**src/rtl/imem_loader_pkg.sv**
```systemverilog
// Shared types and constants for the boot-time IMEM loader.
package imem_loader_pkg;

  typedef enum logic [2:0] {
    HDR_LO,
    HDR_HI,
    DATA,
    CSUM,
    DONE,
    ERR
  } state_t;

  localparam int unsigned LANE_W    = 2;
  localparam int unsigned HDR_BYTES = 2;

endpackage

```
**src/rtl/imem_byte_packer.sv**
```systemverilog
// Assembles little-endian bytes into 32-bit words and keeps the running frame XOR.
module imem_byte_packer
  import imem_loader_pkg::*;
(
  input  logic              clk,
  input  logic              rst_n,
  input  logic              clear,
  input  logic              xor_en,
  input  logic              byte_en,
  input  logic [7:0]        in_data,
  output logic [LANE_W-1:0] lane,
  output logic [7:0]        csum,
  output logic              word_valid,
  output logic [31:0]       word
);

  logic [23:0] shift;

  always_ff @(posedge clk or negedge rst_n) begin
    if (!rst_n) begin
      shift      <= '0;
      lane       <= '0;
      csum       <= '0;
      word_valid <= 1'b0;
      word       <= '0;
    end else begin
      word_valid <= 1'b0;
      if (clear) begin
        shift <= '0;
        lane  <= '0;
        csum  <= '0;
      end else begin
        if (xor_en) csum <= csum ^ in_data;
        if (byte_en) begin
          shift <= {in_data, shift[23:8]};
          lane  <= lane + LANE_W'(1);
          // Fourth byte completes the word; lane wraps back to 0 by itself.
          if (lane == '1) begin
            word_valid <= 1'b1;
            word       <= {in_data, shift};
          end
        end
      end
    end
  end

endmodule

```
**src/rtl/imem_loader.sv**
```systemverilog
// Frame parser and IMEM write driver; holds the core in reset until a verified image is loaded.
module imem_loader
  import imem_loader_pkg::*;
#(
  parameter int unsigned DEPTH     = 256,
  parameter logic [31:0] BASE_ADDR = 32'h0
) (
  input  logic        clk,
  input  logic        rst_n,
  input  logic        in_valid,
  input  logic [7:0]  in_data,
  output logic        in_ready,
  input  logic        restart,
  output logic        imem_we,
  output logic [31:0] imem_waddr,
  output logic [31:0] imem_wdata,
  output logic        cpu_hold,
  output logic        done,
  output logic        err
);

  localparam int unsigned IDX_W = $clog2(DEPTH + 1);

  state_t            state, state_next;
  logic              accept;
  logic              rearm;
  logic              data_byte;
  logic              word_last;
  logic              hdr_bad;
  logic [7:0]        n_lo;
  logic [15:0]       n_full;
  logic [IDX_W-1:0]  word_idx;
  logic [IDX_W-1:0]  last_idx;
  logic [31:0]       addr;
  logic [LANE_W-1:0] lane;
  logic [7:0]        csum;
  logic              word_valid;
  logic [31:0]       word;

  assign accept    = in_valid & in_ready;
  assign rearm     = restart & ((state == DONE) | (state == ERR));
  assign data_byte = accept & (state == DATA);
  assign n_full    = {in_data, n_lo};
  assign hdr_bad   = (n_full == 16'd0) | (32'(n_full) > DEPTH);
  assign word_last = (word_idx == last_idx) & (lane == '1);

  imem_byte_packer u_packer (
    .clk        (clk),
    .rst_n      (rst_n),
    .clear      (rearm),
    .xor_en     (accept & (state inside {HDR_LO, HDR_HI, DATA})),
    .byte_en    (data_byte),
    .in_data    (in_data),
    .lane       (lane),
    .csum       (csum),
    .word_valid (word_valid),
    .word       (word)
  );

  always_ff @(posedge clk or negedge rst_n) begin
    if (!rst_n) state <= HDR_LO;
    else        state <= state_next;
  end

  always_comb begin
    state_next = state;
    unique case (state)
      HDR_LO: if (accept) state_next = HDR_HI;
      HDR_HI: if (accept) state_next = hdr_bad ? ERR : DATA;
      DATA:   if (accept && word_last) state_next = CSUM;
      CSUM:   if (accept) state_next = (in_data == csum) ? DONE : ERR;
      DONE:   if (restart) state_next = HDR_LO;
      ERR:    if (restart) state_next = HDR_LO;
      default: state_next = HDR_LO;
    endcase
  end

  always_comb begin
    in_ready = 1'b0;
    cpu_hold = 1'b1;
    done     = 1'b0;
    err      = 1'b0;
    unique case (state)
      HDR_LO, HDR_HI, DATA, CSUM: in_ready = 1'b1;
      DONE: begin
        cpu_hold = 1'b0;
        done     = 1'b1;
      end
      ERR:     err = 1'b1;
      default: ;
    endcase
  end

  always_ff @(posedge clk or negedge rst_n) begin
    if (!rst_n) begin
      n_lo     <= '0;
      last_idx <= '0;
      word_idx <= '0;
      addr     <= BASE_ADDR;
    end else begin
      if (accept && state == HDR_LO) n_lo <= in_data;
      if (accept && state == HDR_HI) last_idx <= IDX_W'(n_full - 16'd1);
      if (rearm) begin
        word_idx <= '0;
        addr     <= BASE_ADDR;
      end else begin
        if (data_byte && lane == '1) word_idx <= word_idx + IDX_W'(1);
        // Address advances after the write cycle so it lines up with the registered word.
        if (word_valid) addr <= addr + 32'd4;
      end
    end
  end

  assign imem_we    = word_valid;
  assign imem_waddr = addr;
  assign imem_wdata = word;

endmodule

```
**config.mk**
```make
export PLATFORM = sky130hd
export DESIGN_NAME = imem_loader
export DESIGN_NICKNAME = d
export VERILOG_FILES = /design/src/rtl/imem_loader_pkg.sv /design/src/rtl/imem_byte_packer.sv /design/src/rtl/imem_loader.sv
export SDC_FILE = /design/constraint.sdc
export NUM_CORES = 1
export LEC_CHECK = 0
export BUFFER_PORTS_ARGS = -buffer_cell sky130_fd_sc_hd__buf_2
export CAP_MARGIN = 25
export CORE_AREA = 2 2 152 94
export DETAILED_ROUTE_END_ITERATION = 10
export DIE_AREA = 0 0 154 96
export PLACE_DENSITY = 0.63
export SLEW_MARGIN = 5
export SYNTH_ARGS = -nofsm -noshare
export SYNTH_HDL_FRONTEND = slang
export SYNTH_HIERARCHICAL = 1
export SYNTH_SLANG_ARGS = --single-unit
```
**constraint.sdc**
```tcl
create_clock -name clk -period 2.4 [get_ports clk]
set_input_delay 0.48 -clock clk [delete_from_list [all_inputs] [get_ports clk]]
set_output_delay 0.48 -clock clk [all_outputs]
set_load 0.01 [all_outputs]
```
After elaboration in Yosys (flattened, before gate mapping)
Cells that the tools add are included.

word-level totals
  output and inout bits = 69
  register bits after elaboration = 128
  ROM bits = 0
  RAM bits = 0
  memories kept = 0
  logic and storage cells = 77
  latch bits = 0

operators by class
  bitwise gates (word level) = 9
  multiplexer cells = 25
  $mul = 0
  magnitude comparators = 1
  shift operators = 0
  div/mod/pow operators = 0
  $add $sub $neg = 4
  equal/unequal tests = 13
  reduce and logical (&&, ||, !) cells = 15

operators by type and width
  operator                                             number
  2-to-1 mux 32 bit                                    2
  2-to-1 mux 24 bit                                    2
  adder 32 x 3 -> 32 bit, second input constant        1
  2-to-1 mux 3 bit                                     6
  2-to-1 mux 9 bit                                     2
  > comparator 16 x 9 -> 1 bit, second input constant  1
  logical NOT 16 bit                                   1
  2-to-1 mux 8 bit                                     2
  one-hot mux 3 bit (5 select lines)                   1
  adder 9 x 1 -> 9 bit, second input constant          1
  equality test 9 bit                                  1
  subtractor 9 x 1 -> 9 bit, second input constant     1
  equality test 8 bit                                  1
  2-to-1 mux 1 bit                                     8
  nonzero test 2 bit                                   4
  XOR 8 bit                                            1
  equality test 3 x 2 -> 1 bit, second input constant  2
  equality test 3 bit, second input constant           2
  != test 2 bit, second input constant                 3
  bitwise AND 1 bit                                    5
  AND reduction 5 bit                                  1
  logical AND 1 bit                                    4
  2-to-1 mux 2 bit                                     2
  != test 2 x 1 -> 1 bit, second input constant        2
  10 further kinds                                     11

Logic depth before layout (Yosys ltp)
Gate-level depths: netlist of the first run.

  word-level depth = 8
  gate-level depth with buffers = 8
  mapped depth without buffers = 6

By module
The synthesis of the first run kept the hierarchy.

by module, submodules not included
  module            area each (um2)  sequential area each (um2)  cells an instance  times used
  imem_loader       3,123.0          1,476.4                     322                1
  imem_byte_packer  2,800.2          1,676.6                     190                1

Least setup slack after synthesis of the first run
Ideal clock, no wire load.

  path type = reg-to-reg
  from = reg state[2]
  to = reg u_packer.word[0]
  setup slack = 0.306 ns
  period minus slack after synthesis = 2.094 ns
  buffers on the path = 5
  arrival time = 1.969 ns
  required time = 2.275 ns
  setup time = 0.125 ns
  cell stages (with the launch flop) = 9
  cells stage by stage = dfrtp_1 -> clkbuf_1 -> and3_1 -> clkbuf_1 -> buf_1 -> buf_2 -> nand3b_4 -> buf_6 -> mux2_4

on the way
  elaborated cells between the ends (all ways) = 14
  those cells by class = eq/ne (5); mux (1); bitwise (5); reduce/logical (3)

RTL lines
  what                                      RTL line                text
  start: declaration                        imem_loader.sv:24       state_t state, state_next;
  start signal: assignment                  imem_loader.sv:62       else state <= state_next;
  equality test 3 bit                       imem_loader.sv:41       assign rearm = restart & ((state == DONE) | (state == ERR));
  OR 1 bit (*)                              imem_loader.sv:41
  bitwise AND 1 bit (*)                     imem_loader.sv:41
  named net rearm                           imem_loader.sv:26       logic rearm;
  NOT 1 bit (no source line) (*)            --
  AND reduction 3 bit (no source line) (*)  --
  end signal: assignment                    imem_byte_packer.sv:40  word <= {in_data, shift};
  end: declaration                          imem_byte_packer.sv:14  output logic [31:0] word

Mark *: on every way through the listed nets, which the timed path passes. The rest lies on a longest branch.
A chain may end at the register's enable or synchronous reset.

Worst setup path in the final report of the first run
  from = reg state[1]
  to = out done

on the way
  word-level cells in the longest chain between the ends = 2

ends and longest elaborated chain
  what                 RTL line           text
  equality test 3 bit  imem_loader.sv:83  unique case (state)
  2-to-1 mux 1 bit     imem_loader.sv:83
  end: declaration     imem_loader.sv:18  output logic done,

Every way passes these cells.

==> impl_metrics.csv, run 1 <==
group,metric,value,unit
die,die_w,154,um
cells_and_area,nets,613,
timing,max_slew_margin,46.9,%
timing,tightest_slew,797,ps
power_and_ir_drop,p_total,0.00769,W
global_route,grt_max_degree,74,
timing,hold_violations,0,
timing,min_period_over_period,83.8,%
power_and_ir_drop,ir_drop,0.463,mV
cts,numCtsBuffers,17,
timing,rsz0062_at_grt,"no",
synthesis,synth_area,5920,um2
worst_setup_path,rr_startpoint,"state[2]",
synthesis,yosysUniqueCellTypes,45,
cts,root_buffer,"clkbuf_16",
drt,drcViolationCount,0,
die,std_cell_rows,33,
placed_design,io_buffers,78,
power_and_ir_drop,pwr-share-comb,23.3,%
cts,cts-hold-fix-buffers,0,
drt,vias_per_cell,5.05,
placed_design,dp_hpwl,8770,um
power_and_ir_drop,seqPwrFrac,42.6,%
global_route,grt_pass1_wl,20600,um
drt,wirelength,12500,um
cts,clkLatencyLatePin,400,ps
die,coreArea,13400,um2
die,die_area,14800,um2
cts,clkSinkCount,126,
cts,cts_buffer_depth,2,
synthesis,ys_warn_count,6,
job,drv_cap,0,
power_and_ir_drop,p_int,0.00522,W
timing,maxSlewViolCount,0,
die,die_h,96,um
worst_setup_path,crit_type,"reg -> out",
synthesis,ys_seq_area_share,53.2,%
drt,drtIter0Drc,238,
power_and_ir_drop,clkPwrFrac,34.1,%
worst_setup_path,cp_max_fo,7,
cts,htreeDepth,4,
global_route,antenna_found_initial,0,
power_and_ir_drop,leakage,3.65,nW
power_and_ir_drop,p_sw_share,32.1,%
timing,max_clock_freq,0.497,GHz
cts,cts.repair.resized,0,
power_and_ir_drop,power.switching,0.00247,W
cells_and_area,register_area,3150,um2
synthesis,synth.area.top_cells,"dfrtp_1, mux2_4, xor2_1, nor2_1, mux2i_1",
synthesis,synth_seq_cells,126,
worst_setup_path,startpoint,"state[1]",
worst_setup_path,cp-end-kind,"output port",
worst_setup_path,start_kind,"flip-flop",
cells_and_area,num-fill-cells,1160,
timing,finClkSkew,9.16,ps
worst_setup_path,crit_required,1920,ps
die,ios,81,
worst_setup_path,r2r_setup_slack,480,ps
cells_and_area,drive_gt1_share,29.7,%
drt,ant_nets,0,
global_route,overflow,0,
synthesis,postSynthAreaPerCell,11.6,um2
cells_and_area,synthToLayoutAreaGrowth,20.5,%
timing,hold_ws,83.9,ps
drt,detail_route.wl_per_cell,15.9,um
cts,cts.clk_slew.worst_paths,60,ps
worst_setup_path,cp-endpoint,"done",
drt,vias,3959,
timing,setup_violations,0,
cells_and_area,diodes,0,
worst_setup_path,cp.arrival,1530,ps
synthesis,netlist.area_leader.share,53.2,%
synthesis,yosysTopAreaCell,"dfrtp_1",
cells_and_area,multi_input_area,2610,um2
power_and_ir_drop,powerDensity,1080,nW/um2
global_route,grt_pass1_vias,3862,
worst_setup_path,timing.rr.end,"u_packer/word[31]",
cells_and_area,final_core_util,53.2,%
placed_design,gp_congestion,0.844,
drt,first_pass_iters,4,
cts,cts_setup_buffers,0,
timing,fin_crit,2010,ps
worst_setup_path,rr_worst_depth,6,
cts,cts_tree,"done",
global_route,grtUsageTotal,18.2,%
outcome,status,"finished clean",
synthesis,synth_cells,512,
hold_path,worstHoldPathType,"in -> async",
die,start_util,44.1,%
timing,finalSetupTns,0,ps
## worst min-delay path by stage
stage | start | end | slack [ps] | cells past startpoint
final | rst_n | u_packer/csum[4] | 80 | 1
after global routing | rst_n | u_packer/word[29] | 130 | 1
after CTS | rst_n | u_packer/shift[21] | 100 | 1
after detailed placement | n_lo[0] | last_idx[0] | 490 | 1
after global placement | last_idx[2] | last_idx[2] | 490 | 2
after floorplan | rst_n | imem_waddr[10] | 180 | 0
## logic make-up after synthesis
family / Yosys count / synth area share (%)
XOR/XNOR: 59 / 8.72
adder cells (fa/ha/maj): 5 / 1.06
buffers and inverters: 34 / 2.94
multiplexers: 64 / 13.5
AND/OR/NAND/NOR: 179 / 15.8
AO/OA/AOI/OAI: 44 / 4.75
other: 1 / 0.0633
flip-flops: 126 / 53.2
## layout by cell type (no fill, tap or decap), drive strengths merged, types with 2 or more instances in the layout
cell type	count
nor3	3
or3	3
nor4	11
nand4	20
a21bo	8
bufinv	3
clkinv	5
nand2b	2
ha	5
buf	89
mux2	38
mux2i	26
nand2	23
clkbuf	17
nor2	79
inv	12
dfrtp	126
clkinvlp	4
and3	8
nand3b	9
or2	2
nand3	13
and4	2
o21ai	15
conb	2
a21oi	14
and2	2
xor2	37
xnor2	22
## synth_stat cells, drive strengths merged
cell	number
nor4	11
a41oi	1
and4	2
a21bo	8
nand3b	9
xnor2	22
nor2b	1
o21ai	15
or2	2
nor3	3
nand4b	1
nand2	23
buf	13
conb	1
o211ai	1
and2	2
nand4	20
ha	5
mux2i	26
or3	3
a31o	1
nor2	79
a21oi	14
xor2	37
nand3	13
nand2b	2
o31a	1
and3	8
inv	9
o41ai	1
clkbuf	12
o31ai	1
mux2	38
a31oi	1
dfrtp	126
## sequential cells by signal, summed over array words and instances, names as in the netlist
| signal | cells |
|---|---|
| word_idx | 9 |
| imem_waddr | 30 |
| n_lo | 8 |
| u_packer/lane | 2 |
| u_packer/csum | 8 |
| u_packer/shift | 24 |
| state | 3 |
| u_packer/word | 32 |
| u_packer/word_valid | 1 |
| last_idx | 9 |
## final cells by class
type | count | area share, %
Clock buffer | 17 | 5.96
Clock inverter | 15 | 2.61
Inverter | 9 | 0.473
Multi-Input combinational cell | 353 | 36.5
Sequential cell | 126 | 44.2
Tap cell | 175 | 3.07
Timing Repair Buffer | 89 | 7.19
## per-stage QoR
step                worst slack (ps)  std cells  instance area, um2
floorplan                        306        513                5930
detailed placement               462        752                6530
global route                     331        784                7140
finish                           388        784                7140
global placement                 539        752                6530
CTS                              369        784                7140
## layer usage
layer	vias up	global-route usage, %	wire length [um]
met2	68	25.0	5040
li1	1931	-	-
met3	5	3.69	483
met4	0	6.78	61
met1	1955	28.0	6890
met5	-	0	0
## worst max-delay path, stage by stage, from the launching register on
cell and delay, ps:
dfrtp_1 460, nand2b_1 200, or2_2 300, inv_1 50
buf_2 110
## power by group through the flow
| stage | Clock, W | Sequential (W) | Combinational [W] |
|---|---|---|---|
| floorplan | 0 | 0.00318 | 0.00128 |
| global route | 0.00278 | 0.00336 | 0.00202 |
| CTS | 0.00269 | 0.00327 | 0.00182 |
| detailed placement | 0 | 0.00330 | 0.00181 |
| global placement | 0 | 0.00328 | 0.00176 |
| finish | 0.00262 | 0.00327 | 0.00179 |
(Power assumes the default switching activity.)
==> run 2, diff against run 1 <==
Clock period 2.4 ns to 2.05 ns, I/O delays scaled along.
==> impl_metrics.csv, run 2 (synthesis gave the netlist of run 1 again) <==
group,metric,value,unit
drt,drtIter0Drc,193,
cells_and_area,postLayoutCellArea,7170,um2
hold_path,min_to,"state[2]",
timing,setup_violations,0,
global_route,grt_max_degree,74,
timing,hold_ws,229,ps
cts,cts_tree,"done",
timing,hold_violations,0,
worst_setup_path,crit_chain,"nand2b_1, or2_2, inv_1, buf_2",
cts,numCtsBuffers,17,
cts,clkLatencyLatePin,410,ps
placed_design,io_buffers,78,
power_and_ir_drop,power.switching,0.00283,W
cells_and_area,top_register,"u_packer/word",
power_and_ir_drop,seqPwrFrac,43.2,%
die,std_cell_rows,33,
worst_setup_path,crit_type,"reg -> out",
drt,ant_nets,0,
timing,max_clock_freq,0.507,GHz
global_route,grtUsageTotal,18.5,%
cells_and_area,diodes,0,
cells_and_area,synthToLayoutAreaGrowth,21.1,%
power_and_ir_drop,p_int,0.00595,W
power_and_ir_drop,p_total,0.00878,W
worst_setup_path,start_kind,"flip-flop",
power_and_ir_drop,clkPwrFrac,32.1,%
power_and_ir_drop,pwr-share-comb,24.7,%
power_and_ir_drop,p_sw_share,32.2,%
cells_and_area,layout_commonest_cell,"dfrtp_1",
timing,tightest_slew,770,ps
cells_and_area,largest_reg_flops,32,
worst_setup_path,rr_worst_depth,5,
drt,vias_per_cell,5.13,
die,ios,81,
die,die_w,154,um
cts,cts.repair.resized,0,
cts,cts_setup_buffers,0,
global_route,grt_pass1_wl,21100,um
power_and_ir_drop,powerDensity,1220,nW/um2
cells_and_area,drive_gt1_share,30.6,%
drt,detail_route.wl_per_cell,16.1,um
cts,cts.clk_slew.worst_paths,50,ps
job,drv_cap,0,
global_route,antenna_found_initial,0,
cts,root_buffer,"clkbuf_16",
timing,maxSlewViolCount,0,
drt,drcViolationCount,0,
cts,cts-hold-fix-buffers,1,
timing,min_period_over_period,96.3,%
placed_design,placed_cell_area,6600,um2
power_and_ir_drop,leakage,3.68,nW
die,start_util,44.1,%
worst_setup_path,cp.arrival,1560,ps
power_and_ir_drop,ir_drop,0.580,mV
worst_setup_path,cpPeakStageDelay,470,ps
timing,fin_crit,1970,ps
cells_and_area,nets,624,
placed_design,gp_congestion,0.863,
global_route,grt_pass1_vias,4026,
hold_path,min_from,"restart",
outcome,status,"finished clean",
drt,first_pass_iters,4,
timing,finClkSkew,8.04,ps
hold_path,holdPathStages,2,
die,die_h,96,um
worst_setup_path,rr_startpoint,"imem_waddr[8]",
worst_setup_path,r2r_setup_slack,170,ps
placed_design,dp_hpwl,8940,um
worst_setup_path,timing.rr.end,"imem_waddr[30]",
die,coreArea,13400,um2
cts,cts_buffer_depth,2,
drt,wirelength,12800,um
drt,vias,4068,
die,die_area,14800,um2
worst_setup_path,critPathSlowestCell,"dfrtp_1",
timing,finalSetupTns,0,ps
timing,rsz0062_at_grt,"no",
cts,htreeDepth,4,
worst_setup_path,cp_max_fo,7,
cts,clkSinkCount,126,
cells_and_area,mostFrequentLayoutCells,"dfrtp_1, nor2_1, buf_2, xor2_1, mux2_4",
worst_setup_path,crit_required,1640,ps
timing,max_slew_margin,48.6,%
worst_setup_path,cp-end-kind,"output port",
global_route,overflow,0,
hold_path,worstHoldPathType,"in -> reg",
cells_and_area,num-fill-cells,1138,
## run 2: cell types whose count changed in the layout (fill, tap and decap cells not counted)
cell and change:
clkinv_2 +2, clkinvlp_4 +1, dlygate4sd3_1 +1, inv_6 -3
buf_4 +10, clkbuf_8 +3, clkinv_4 -3, bufinv_16 -2
## run 2: final cells by class
| class | count | area, um2 | area share [%] |
|---|---|---|---|
| clock buffer | 20 | 467 | 6.51 |
| clock inverter | 10 | 91.3 | 1.27 |
| inverter | 9 | 33.8 | 0.471 |
| multi-input combinational | 353 | 2610 | 36.4 |
| sequential | 126 | 3150 | 44.0 |
| tap | 175 | 219 | 3.05 |
| timing repair buffer | 100 | 598 | 8.34 |
## run 2: metal layers
metal / up-vias / wire length (um) / track usage (%)
li1: 1947 / - / -
met1: 2033 / 6760 / 27.4
met2: 79 / 5420 / 26.8
met3: 9 / 508 / 4.41
met4: 0 / 110 / 5.84
met5: - / 0 / 0
## run 2: worst max path at each step
stage | startpoint | end | slack, ps
2_1_floorplan | state[2] | u_packer/word[0] | 80
3_3_place_gp | state[2] | state[0] | 310
3_5_place_dp | imem_waddr[12] | imem_waddr[30] | 170
4_1_cts | state[1] | done | 70
5_1_grt | state[1] | done | 20
6_report | state[1] | done | 80
## run 2: power groups by stage
stage	logic (W)	clock network (W)	registers [W]
4_1_cts	0.00219	0.00289	0.00380
3_3_place_gp	0.00209	0	0.00379
6_report	0.00217	0.00282	0.00380
3_5_place_dp	0.00218	0	0.00383
2_1_floorplan	0.00150	0	0.00372
5_1_grt	0.00243	0.00301	0.00391
## run 2: per-stage QoR
stage	worst slack [ps]	utilization, %	cells
2_1_floorplan	83.8	-	513
3_5_place_dp	174	49.2	762
4_1_cts	66.0	53.4	793
6_report	76.1	53.4	793
5_1_grt	17.7	53.4	793
3_3_place_gp	306	49.2	762
## run 2: critical path, delay by kind of cell, from the launching register on
| family | cells | cell delay (ps) |
|---|---|---|
| buf+inv | 2 | 170 |
| simple gates | 2 | 520 |
| flops | 1 | 470 |
==> run 3, diff against run 2 <==
Settings changed: CELL_PAD_IN_SITES_DETAIL_PLACEMENT from default to 0, CELL_PAD_IN_SITES_GLOBAL_PLACEMENT from default to 1, PLACE_DENSITY 0.63 to 0.76.
==> impl_metrics.csv, run 3 (synthesis gave the netlist of run 1 again) <==
group,metric,value,unit
drt,drtIter0Drc,228,
die,die_w,154,um
die,die_area,14800,um2
cells_and_area,largest_reg_flops,32,
placed_design,dp_hpwl,8680,um
global_route,grt_pass1_vias,3925,
cts,cts_tree,"done",
outcome,status,"finished clean",
power_and_ir_drop,seqPwrFrac,42.0,%
cells_and_area,mostFrequentLayoutCells,"dfrtp_1, nor2_1, buf_2, xor2_1, mux2_4",
timing,rsz0062_at_grt,"no",
drt,vias_per_cell,5.15,
global_route,grt_pass1_wl,20900,um
drt,first_pass_iters,4,
die,start_util,44.1,%
worst_setup_path,rr_worst_depth,5,
worst_setup_path,cp-end-kind,"output port",
power_and_ir_drop,power.switching,0.00293,W
drt,wl_met3,587,um
cts,cts_buffer_depth,2,
die,std_cell_rows,33,
cts,cts.clk_slew.worst_paths,60,ps
timing,finClkSkew,9.55,ps
cts,clkSinkCount,126,
cells_and_area,multi_input_area,2620,um2
timing,max_clock_freq,0.509,GHz
drt,ant_nets,0,
global_route,grt_max_degree,74,
cells_and_area,layout_commonest_cell,"dfrtp_1",
cts,htreeDepth,4,
cells_and_area,top_register,"u_packer/word",
cts,root_buffer,"clkbuf_16",
global_route,antenna_found_initial,0,
timing,fin_crit,1970,ps
drt,wirelength,12700,um
timing,setup_violations,0,
die,die_h,96,um
cells_and_area,postLayoutCellArea,7220,um2
hold_path,min_to,"state[2]",
worst_setup_path,crit_required,1640,ps
worst_setup_path,r2r_setup_slack,210,ps
die,ios,81,
cells_and_area,synthToLayoutAreaGrowth,21.9,%
power_and_ir_drop,pwr-share-comb,24.2,%
job,drv_cap,0,
placed_design,placed_cell_area,6600,um2
cells_and_area,drive_gt1_share,30.5,%
hold_path,worstHoldPathType,"in -> reg",
cells_and_area,register_area,3150,um2
power_and_ir_drop,leakage,3.69,nW
drt,route.met2.wl,5360,um
power_and_ir_drop,ir_drop,0.569,mV
cells_and_area,diodes,0,
drt,top_layer_used,"met4",
hold_path,min_from,"restart",
drt,vias,4076,
drt,detail_route.wl_per_cell,16.0,um
placed_design,gp_congestion,0.816,
die,coreArea,13400,um2
global_route,grtUsageTotal,18.3,%
cts,numCtsBuffers,17,
placed_design,io_buffers,78,
timing,hold_violations,0,
worst_setup_path,timing.rr.end,"imem_waddr[30]",
cts,clkLatencyLatePin,410,ps
timing,maxSlewViolCount,0,
power_and_ir_drop,clkPwrFrac,33.8,%
cells_and_area,num-fill-cells,1175,
cts,cts_setup_buffers,0,
timing,min_period_over_period,95.9,%
worst_setup_path,cp_max_fo,7,
worst_setup_path,crit_type,"reg -> out",
global_route,overflow,0,
worst_setup_path,rr_startpoint,"imem_waddr[8]",
hold_path,holdPathStages,2,
power_and_ir_drop,powerDensity,1250,nW/um2
drt,drcViolationCount,0,
power_and_ir_drop,p_sw_share,32.4,%
drt,met1Wirelength,6610,um
timing,finalSetupTns,0,ps
worst_setup_path,cp.arrival,1560,ps
cells_and_area,nets,620,
power_and_ir_drop,p_int,0.00611,W
worst_setup_path,start_kind,"flip-flop",
[run 3: cell count changes in the layout (fill, tap and decap cells not counted)]
| cell | before | now |
|---|---|---|
| clkbuf_8 | 3 | 2 |
| clkinvlp_4 | 5 | 3 |
| clkinv_2 | 3 | 0 |
| bufinv_16 | 1 | 2 |
| nor4_1 | 9 | 8 |
| inv_6 | 0 | 6 |
| nor4_2 | 0 | 1 |
| buf_4 | 19 | 13 |
| clkinv_4 | 1 | 2 |
| buf_12 | 3 | 5 |
[run 3: layout make-up]
class | instances | share of cell area [%]
Clock inverter | 13 | 2.11
Multi-Input combinational cell | 353 | 36.2
Clock buffer | 19 | 6.27
Sequential cell | 126 | 43.7
Inverter | 9 | 0.468
Tap cell | 175 | 3.03
Timing Repair Buffer | 96 | 8.21
[run 3: worst max-delay path, cell delays in order, from the launching register on]
cell and delay [ps]:
dfrtp_1 450, nand2b_1 200, or2_2 330, inv_1 60, buf_2 120
[run 3: worst max-delay path by stage]
stage / slack (ps) / endpoint / cells after the start / startpoint
4_1_cts: 70 / done / 4 / state[1]
3_3_place_gp: 290 / imem_waddr[30] / 5 / imem_waddr[8]
5_1_grt: 5 / done / 4 / state[1]
6_report: 80 / done / 4 / state[1]
2_1_floorplan: 80 / u_packer/word[0] / 8 / state[2]
3_5_place_dp: 240 / imem_waddr[30] / 5 / imem_waddr[8]
[run 3: what timing repair did]
item,CTS,global route
endpoints found under the setup margin,0,1
gates resized for setup,0,1
hold buffers,1,0
hold endpoints to repair,14,0
[run 3: stage by stage]
step	power, W	hold WS (ps)	util [%]	instances	setup WS (ps)
after floorplan	0.00522	114	-	513	83.8
after global placement	0.00591	291	49.2	758	294
after detailed placement	0.00602	292	49.2	758	236
after CTS	0.00912	225	53.8	791	66.4
after global routing	0.00960	264	53.8	791	5.25
final	0.00904	238	53.8	791	83.8
[run 3: power by group through the flow]
stage / clock (W) / sequential, W / combinational, W
global placement: 0 / 0.00379 / 0.00213
global route: 0.00325 / 0.00389 / 0.00246
finish: 0.00305 / 0.00380 / 0.00219
floorplan: 0 / 0.00372 / 0.00150
CTS: 0.00312 / 0.00379 / 0.00221
detailed placement: 0 / 0.00383 / 0.00220
[run 3: per-layer routing]
layer | GRT usage (%) | up-vias
met5 | 0 | -
li1 | - | 1951
met2 | 25.4 | 77
met1 | 27.7 | 2041
met3 | 4.68 | 7
met4 | 6.00 | 0
